--- config.mk ---
export PLATFORM = sky130hd
export DESIGN_NAME = rvfi_order_serializer
export DESIGN_NICKNAME = d
export VERILOG_FILES = /design/src/rtl/rvfi_order_serializer_pkg.sv /design/src/rtl/rvfi_order_serializer.sv
export SDC_FILE = /design/constraint.sdc
export NUM_CORES = 2
export LEC_CHECK = 0
export CAP_MARGIN = 20
export CORE_UTILIZATION = 30
export CTS_BUF_LIST = sky130_fd_sc_hd__clkbuf_8
export DETAILED_ROUTE_END_ITERATION = 8
export GPL_ROUTABILITY_DRIVEN = 0
export GPL_TIMING_DRIVEN = 0
export HOLD_SLACK_MARGIN = 0.12
export PLACE_DENSITY = 0.55
export SLEW_MARGIN = 20
export SYNTH_ARGS = -nofsm -noshare
export SYNTH_HDL_FRONTEND = slang
export SYNTH_SLANG_ARGS = --single-unit
--- constraint.sdc ---
create_clock -name clock -period 12.8 [get_ports clock]
set_clock_uncertainty 0.05 [all_clocks]
set_input_delay 2.56 -clock clock [delete_from_list [all_inputs] [get_ports clock]]
set_output_delay 2.56 -clock clock [all_outputs]
set_load 0.01 [all_outputs]
--- src/rtl/rvfi_order_serializer_pkg.sv ---
// rvfi_order_serializer_pkg: shared widths, payload layout and order/slot helpers
package rvfi_order_serializer_pkg;
  localparam int ORDER_W = 8;
  localparam int DEPTH = 8;
  localparam int SLOT_W = $clog2(DEPTH);
  typedef struct packed {
    logic [31:0] insn;
    logic [31:0] pc_rdata;
    logic [31:0] pc_wdata;
    logic [4:0]  rd_addr;
    logic [31:0] rd_wdata;
    logic        trap;
  } rvfi_payload_t;
  localparam int PAYLOAD_W = $bits(rvfi_payload_t);
  // Reorder slot selected by the low bits of the order number
  function automatic logic [SLOT_W-1:0] slot_of(input logic [ORDER_W-1:0] order);
    return SLOT_W'(order);
  endfunction
  // True when order lies in [head, head+DEPTH) modulo 2^ORDER_W
  function automatic logic in_window(input logic [ORDER_W-1:0] order, input logic [ORDER_W-1:0] head);
    logic [ORDER_W-1:0] d;
    d = order - head;
    return d < ORDER_W'(DEPTH);
  endfunction
endpackage

--- src/rtl/rvfi_order_serializer.sv ---
// rvfi_order_serializer: reorders parallel RVFI retirements into one in-order valid/ready stream
module rvfi_order_serializer
  import rvfi_order_serializer_pkg::*;
#(
  parameter int NRET = 2
) (
  input  logic                      clock,
  input  logic                      resetn,
  input  logic                      clear,
  input  logic [NRET-1:0]           in_valid,
  input  logic [NRET*ORDER_W-1:0]   in_order,
  input  logic [NRET*PAYLOAD_W-1:0] in_payload,
  output logic                      out_valid,
  input  logic                      out_ready,
  output logic [ORDER_W-1:0]        out_order,
  output logic [PAYLOAD_W-1:0]      out_payload,
  output logic [7:0]                retired_cnt,
  output logic                      err_window,
  output logic                      err_overflow,
  output logic                      err_dup
);
  logic [DEPTH-1:0]     occ;
  logic [PAYLOAD_W-1:0] pay [DEPTH];
  logic [ORDER_W-1:0]   next_order;
  logic [SLOT_W-1:0]    head;
  logic [SLOT_W-1:0]    slot [NRET];
  logic [DEPTH-1:0]     claim [NRET];
  logic [NRET-1:0]      win, oob, ovf, dup, wr;
  logic                 fire;
  assign head = slot_of(next_order);
  assign out_valid = occ[head];
  assign out_order = next_order;
  assign out_payload = out_valid ? pay[head] : '0;
  assign fire = out_valid && out_ready;
  assign claim[0] = '0;
  // Per-channel capture decision; claim carries slots taken by lower channels so the lowest index wins
  genvar g;
  for (g = 0; g < NRET; g++) begin : g_cap
    assign slot[g] = slot_of(in_order[g*ORDER_W +: ORDER_W]);
    assign win[g] = in_valid[g] && in_window(in_order[g*ORDER_W +: ORDER_W], next_order);
    assign oob[g] = in_valid[g] && !win[g];
    assign ovf[g] = win[g] && occ[slot[g]];
    assign dup[g] = win[g] && !ovf[g] && claim[g][slot[g]];
    assign wr[g] = win[g] && !ovf[g] && !dup[g];
    if (g < NRET - 1) begin : g_chain
      assign claim[g+1] = claim[g] | (win[g] ? DEPTH'(1) << slot[g] : '0);
    end
  end
  // Occupancy, head pointer, retire counter and sticky error flags
  always_ff @(posedge clock or negedge resetn) begin
    if (!resetn) begin
      occ <= '0;
      next_order <= '0;
      retired_cnt <= '0;
      err_window <= 1'b0;
      err_overflow <= 1'b0;
      err_dup <= 1'b0;
    end else if (clear) begin
      occ <= '0;
      next_order <= '0;
      retired_cnt <= '0;
      err_window <= 1'b0;
      err_overflow <= 1'b0;
      err_dup <= 1'b0;
    end else begin
      if (fire) begin
        occ[head] <= 1'b0;
        next_order <= next_order + 1'b1;
        retired_cnt <= retired_cnt + {7'd0, retired_cnt != 8'hff};
      end
      for (int i = 0; i < NRET; i++)
        if (wr[i]) occ[slot[i]] <= 1'b1;
      err_window <= err_window | (|oob);
      err_overflow <= err_overflow | (|ovf);
      err_dup <= err_dup | (|dup);
    end
  end
  // Payload storage needs no reset: it is only visible through an occupied slot
  always_ff @(posedge clock) begin
    for (int i = 0; i < NRET; i++)
      if (wr[i]) pay[slot[i]] <= in_payload[i*PAYLOAD_W +: PAYLOAD_W];
  end
endmodule

# Yosys cells after proc, flatten, opt, wreduce, memory -nomap -nowiden
# Memory sizes are Yosys's and may differ from the RTL's.
# Index checks and enable logic that the tools add are counted.
[classes]
addsub = 4
n_lt_le_gt_ge = 8
eq_ne = 1
shifts = 1
muxes = 34
n_bitwise = 7
reduce_logical = 26
[op_table]
columns = ["operator", "count"]
rows = [
  ["134-bit 2-to-1 mux", 1],
  ["8-bit 2-to-1 mux", 11],
  ["1-bit logical AND", 16],
  ["8-bit by 4-bit < comparator with 1-bit output (second input constant)", 2],
  ["8-bit bitwise OR", 2],
  ["8-bit subtractor", 2],
  ["1-bit 2-to-1 mux", 15],
  ["1-bit binary-select mux with 3-bit select", 4],
  ["3-bit by 4-bit < comparator with 1-bit output (second input constant)", 3],
  ["1-bit demux with 3-bit select", 3],
  ["3-bit by 1-bit >= comparator with 1-bit output (second input constant)", 3],
  ["8-bit by 1-bit adder with 8-bit output", 1],
  ["8-bit by 1-bit adder with 8-bit output (second input constant)", 1],
  ["8-bit bitwise AND", 1],
  ["8-bit != test (second input constant)", 1],
  ["8-bit inverter", 1],
  ["1-bit by 3-bit << shifter with 8-bit output (first input constant)", 1],
  ["1-bit logical NOT", 6],
  ["2-bit OR reduction", 3],
  ["1-bit bitwise OR", 3],
  ["2-bit nonzero test", 1],
]
[word_totals]
regBits = 27
mem_bits_rw = 1072
mem_bits_ro = 8
n_memories = 2
[memory_table]
columns = ["name", "depth", "width", "rd", "rd_ports_with_merged_regs", "write_ports", "line_no", "text"]
rows = [
  ["pay", 8, 134, 1, 0, 2, "rvfi_order_serializer.sv:23", "logic [PAYLOAD_W-1:0] pay [DEPTH];"],
  ["(no name shown)", 8, 1, 1, 0, 0, "rvfi_order_serializer.sv:43", "assign dup[g] = win[g] && !ovf[g] && claim[g][slot[g]];"],
]

# Logic depth before layout (Yosys ltp)
[depth]
ltp_word = 14
depth_mapped = 13
mapped_depth_nobuf = 9

# Worst setup path after synthesis
# OpenSTA, ideal clock, no wires.
[synth_path]
kind = "input to register"
start = "input in_order[2]"
end = "memory pay[3][0] (netlist name) (enable)"
setup_ns = 0.812
arrival_ns = 13.883
path_slack_ns = -1.945
cell_stages = 9
path_buffers = 1
cell_sequence = "ha_1 a21o_1 a31oi_4 o21ai_1 xnor2_1 nand4_1 or3b_2 clkbuf_1 o21ai_0"
[synth_lines]
columns = ["element", "line_no", "text"]
rows = [
  ["start: declaration", "rvfi_order_serializer.sv:11", "input logic [NRET*ORDER_W-1:0] in_order,"],
  ["end: declaration", "rvfi_order_serializer.sv:23", ""],
]

# Final worst setup path
[layout_path]
start = "register next_order[0] (netlist: out_order[0])"
end = "output out_payload[3]"
[layout_between]
elab_chain_len = 3
[layout_rtl]
columns = ["element", "line_no", "text"]
rows = [
  ["start: declaration", "rvfi_order_serializer.sv:24", "logic [ORDER_W-1:0] next_order;"],
  ["start signal: assignment", "rvfi_order_serializer.sv:68", "next_order <= next_order + 1'b1;"],
  ["1-bit binary-select mux with 3-bit select", "rvfi_order_serializer.sv:31", "assign out_valid = occ[head];"],
  ["1-bit 2-to-1 mux (not written as such)", "rvfi_order_serializer.sv:31", ""],
  ["134-bit 2-to-1 mux *", "rvfi_order_serializer.sv:33", "assign out_payload = out_valid ? pay[head] : '0;"],
  ["end: declaration", "rvfi_order_serializer.sv:16", "output logic [PAYLOAD_W-1:0] out_payload,"],
]
# Mark *: on every way between the ends. The rest lies on a longest branch, timed or not. The select of a mux whose other input is x is not followed.

==> out/metrics.cfg <==
[clock_network]
cts_inserted_buffers=189
clkSinkCount=1099
cts_hold_buf=0
cts_resized=0
htree_levels=4
clkTransAtPathRegs_ns=0.07
postCtsSetupBuffers=0
cts_root_buf=clkbuf_8
cts_buffer_depth=3
cts_tree=yes
insertion_delay_ns=0.97

[die]
core-area_sq_um=175000
num_io_pins=444
fp.dieArea_sq_um=178000
start_util_pct=30.3
row_count=153
die_x_microns=422
die_y_microns=422

[routing]
routed_wl_mm=235
dr.pass1.iters=8
ant_nets=0
wl_per_cell_microns=35.6
drt-initial-drc-count=4609
drc_errors=0
vias=37400
vias_per_cell=5.67

[synth]
ys_top_cells_by_area=edfxtp_1 (61%), mux2_2 (23%), a22oi_1 (6.2%), a41oi_1 (1.4%), dfrtp_1 (1.3%)
synthAdderAreaFrac_pct=0.354
synthMuxAreaShare_pct=23.0
syn_avg_cell_area_sq_um=15.9
async_flop_share_pct=2.46
syn-num-nets=3642
synthFlopType=edfxtp_1
ys_seq_area_share_pct=62.0
synth_cells=3337
yosysWarnings=0
synth_edf_count=1072
ys_ff_latch=1099
synth_compound_area_share_pct=10.6
synth_top_area_share_pct=60.8
synth_area_leader_cell=edfxtp_1
ys_types=64
synth_area_sq_um=53000
synthSimpleGateAreaFrac_pct=1.22
synth_top_family_by_area=multiplexers
synth_xor_area_share_pct=0.347

[timing]
finalSetupViolCount=0
layout_setup_ws_ns=4.00
min_period_over_period_pct=68.7
holdWs_ns=0.509
final_max_slew_viol_count=0
fin_crit_ns=8.80
tns_ns=0
maxSlewHeadroom_pct=18.0
worst_pin_slew_ns=1.23
final-hold-violation-count=0
rsz0062_at_grt=no
clock.fmax_mhz=114

[grt]
overflow=0
grt_use_met2_pct=40.3
gr-usage-all-layers_pct=25.6
grt_max_degree=28
met3_usage_pct=5.97
busiest_layer=met2
antenna_found_initial=95
grt_pass1_vias=36400
grt_util_met1_pct=31.8
grt_pass1_wl_mm=314

[worst_setup_path]
worst_setup_path_end_kind=output pin
critPathBufInv=5
critical_path_required_ns=10.19
critPathArrivalTime_ns=6.19
cp_top_family=buffers and inverters
critical_path_class=reg -> out
crit_chain=clkbuf_1 -> and2_1 -> clkbuf_1 -> clkbuf_1 -> clkbuf_2 -> a22oi_1 -> a31oi_1 -> clkdlybuf4s50_1
cpMostUsedCell=clkbuf_1
start_kind=flop
rrSetupSlack_ns=7.17
slowest_stage=clkbuf_1
path_max_fanout=10
cpPeakStageDelay_ns=0.91
r2r_cells=16
crit_cells=8

[power_and_ir_drop]
p_per_area_nw_per_um2=110
vdd_drop_max_v=0.000123
total_power_mw=7.38
power.leakage_nw=21.9

[place]
place_ws_ns=5.07
io_buffers=442
hpwl_mm=163

[hold_path]
hold-path-cell-count=2
hp-class=reg -> reg

[finish]
area_growth_pct=26.4
nFillCells=16500
drive_gt1_share_pct=38.8
nets=4391
utilization_pct=38.4

[job]
maxCapViolCount=0

[run_status]
status=complete, no violations

flip-flops by register name, indices dropped and copies added (netlist names):
signal and cells:
pay 1072, retired_cnt 8, err_overflow 1, err_dup 1
err_window 1, occ 8, out_order 8
synth_stat cells (13+ instances only):
| cell | n |
|---|---|
| a31oi_1 | 51 |
| a22oi_1 | 441 |
| nand2_1 | 26 |
| a41oi_1 | 86 |
| dfrtp_1 | 27 |
| buf_1 | 24 |
| edfxtp_1 | 1072 |
| mux2_1 | 13 |
| buf_2 | 97 |
| ha_1 | 15 |
| a22o_1 | 49 |
| nor2_1 | 21 |
| mux2_2 | 1062 |
| xnor2_1 | 14 |
| a221oi_1 | 49 |
| inv_1 | 15 |
| clkbuf_1 | 119 |
| buf_4 | 18 |
stage by stage:
stage / std cells / instance area (sq um)
after detailed placement: 6219 / 63500
after floorplan: 3337 / 53000
after CTS: 6556 / 66900
after global placement: 6104 / 60300
final: 6597 / 67000
after global routing: 6591 / 67000
cell usage in the layout (no fill, tap or decap), types with 7 or more instances in the layout:
cell type        netlist  layout
buf_1                 24      10
clkinv_1               0      31
buf_6                  5       9
o21ai_4                0       8
buf_2                 97     112
nand4_1               10      10
ha_1                  15      15
a21oi_1               10      10
dfrtp_1               27      27
buf_12                 0      10
clkbuf_8               0     198
clkdlybuf4s50_1        0     441
clkbuf_2               0      73
mux2_2              1062    1062
nand2_1               26      26
nand3_1               12      12
clkbuf_1             119      46
a41oi_1               86      86
buf_4                 18      20
buf_16                 0      96
xor2_1                 7       7
a22oi_1              441     441
a221oi_1              49      49
nor3_1                10       7
xnor2_1               14      14
nor2_1                21      21
a22o_1                49      49
edfxtp_1            1072    1072
diode_2                0      40
mux2_1                13      13
inv_1                 15      94
clkinv_2               0      15
a31oi_1               51      51
kinds of logic after synthesis:
group | count (synthesis)
adders and majority gates | 15
muxes | 1081
DFF | 1099
and+or+nand+nor | 118
xor gates and xnor gates | 21
AOI/OAI and AO/OA | 725
buffers and inverters | 278
report_power, final:
group	internal, mW	leakage (nW)	switching, mW
logic	0.225	9.83	0.187
registers	3.96	10.0	0.00296
clock network	1.46	2.01	1.54
worst register-to-register path, cell delays in order, from the launching register on:
cell      delay (ns)
dfrtp_1         0.35
clkbuf_1        0.37
inv_1           0.32
ha_1            0.41
a21o_1          0.20
a31oi_4         0.20
o21ai_1         0.14
xnor2_1         0.43
a41oi_4         0.27
nand2_1         0.69
buf_2           0.48
buf_2           0.43
o21ai_4         0.23
buf_8           0.23
buf_16          0.18
buf_16          0.18
buf_16          0.18
area by class of cell:
type	count	area, sq um	share of cell area [%]
clock inverters	139	656	0.979
well taps	2325	2910	4.34
inverters	15	56.3	0.0841
clock buffers	198	2730	4.07
plain buffers	263	1320	1.97
diodes	40	100	0.149
flip-flops and latches	1099	32900	49.1
repair buffers	558	7380	11.0
multi-input cells	1960	19000	28.3
worst paths after layout:
kind,to,startpoint
max,out_payload[3],out_order[0]
min,err_dup,err_dup
max reg2reg,pay[7][60],out_order[2]
min reg2reg,err_dup,err_dup
max in group asynchronous,occ[1],resetn
min in group asynchronous,err_window,resetn
per-layer routing:
metal  part of all wire, %  wire length [microns]
met5                  0.14                    321
met4                   5.9                  13800
met3                   8.8                  20800
met2                    47                 110000
met1                    38                  89900
(Power assumes the default switching activity.)
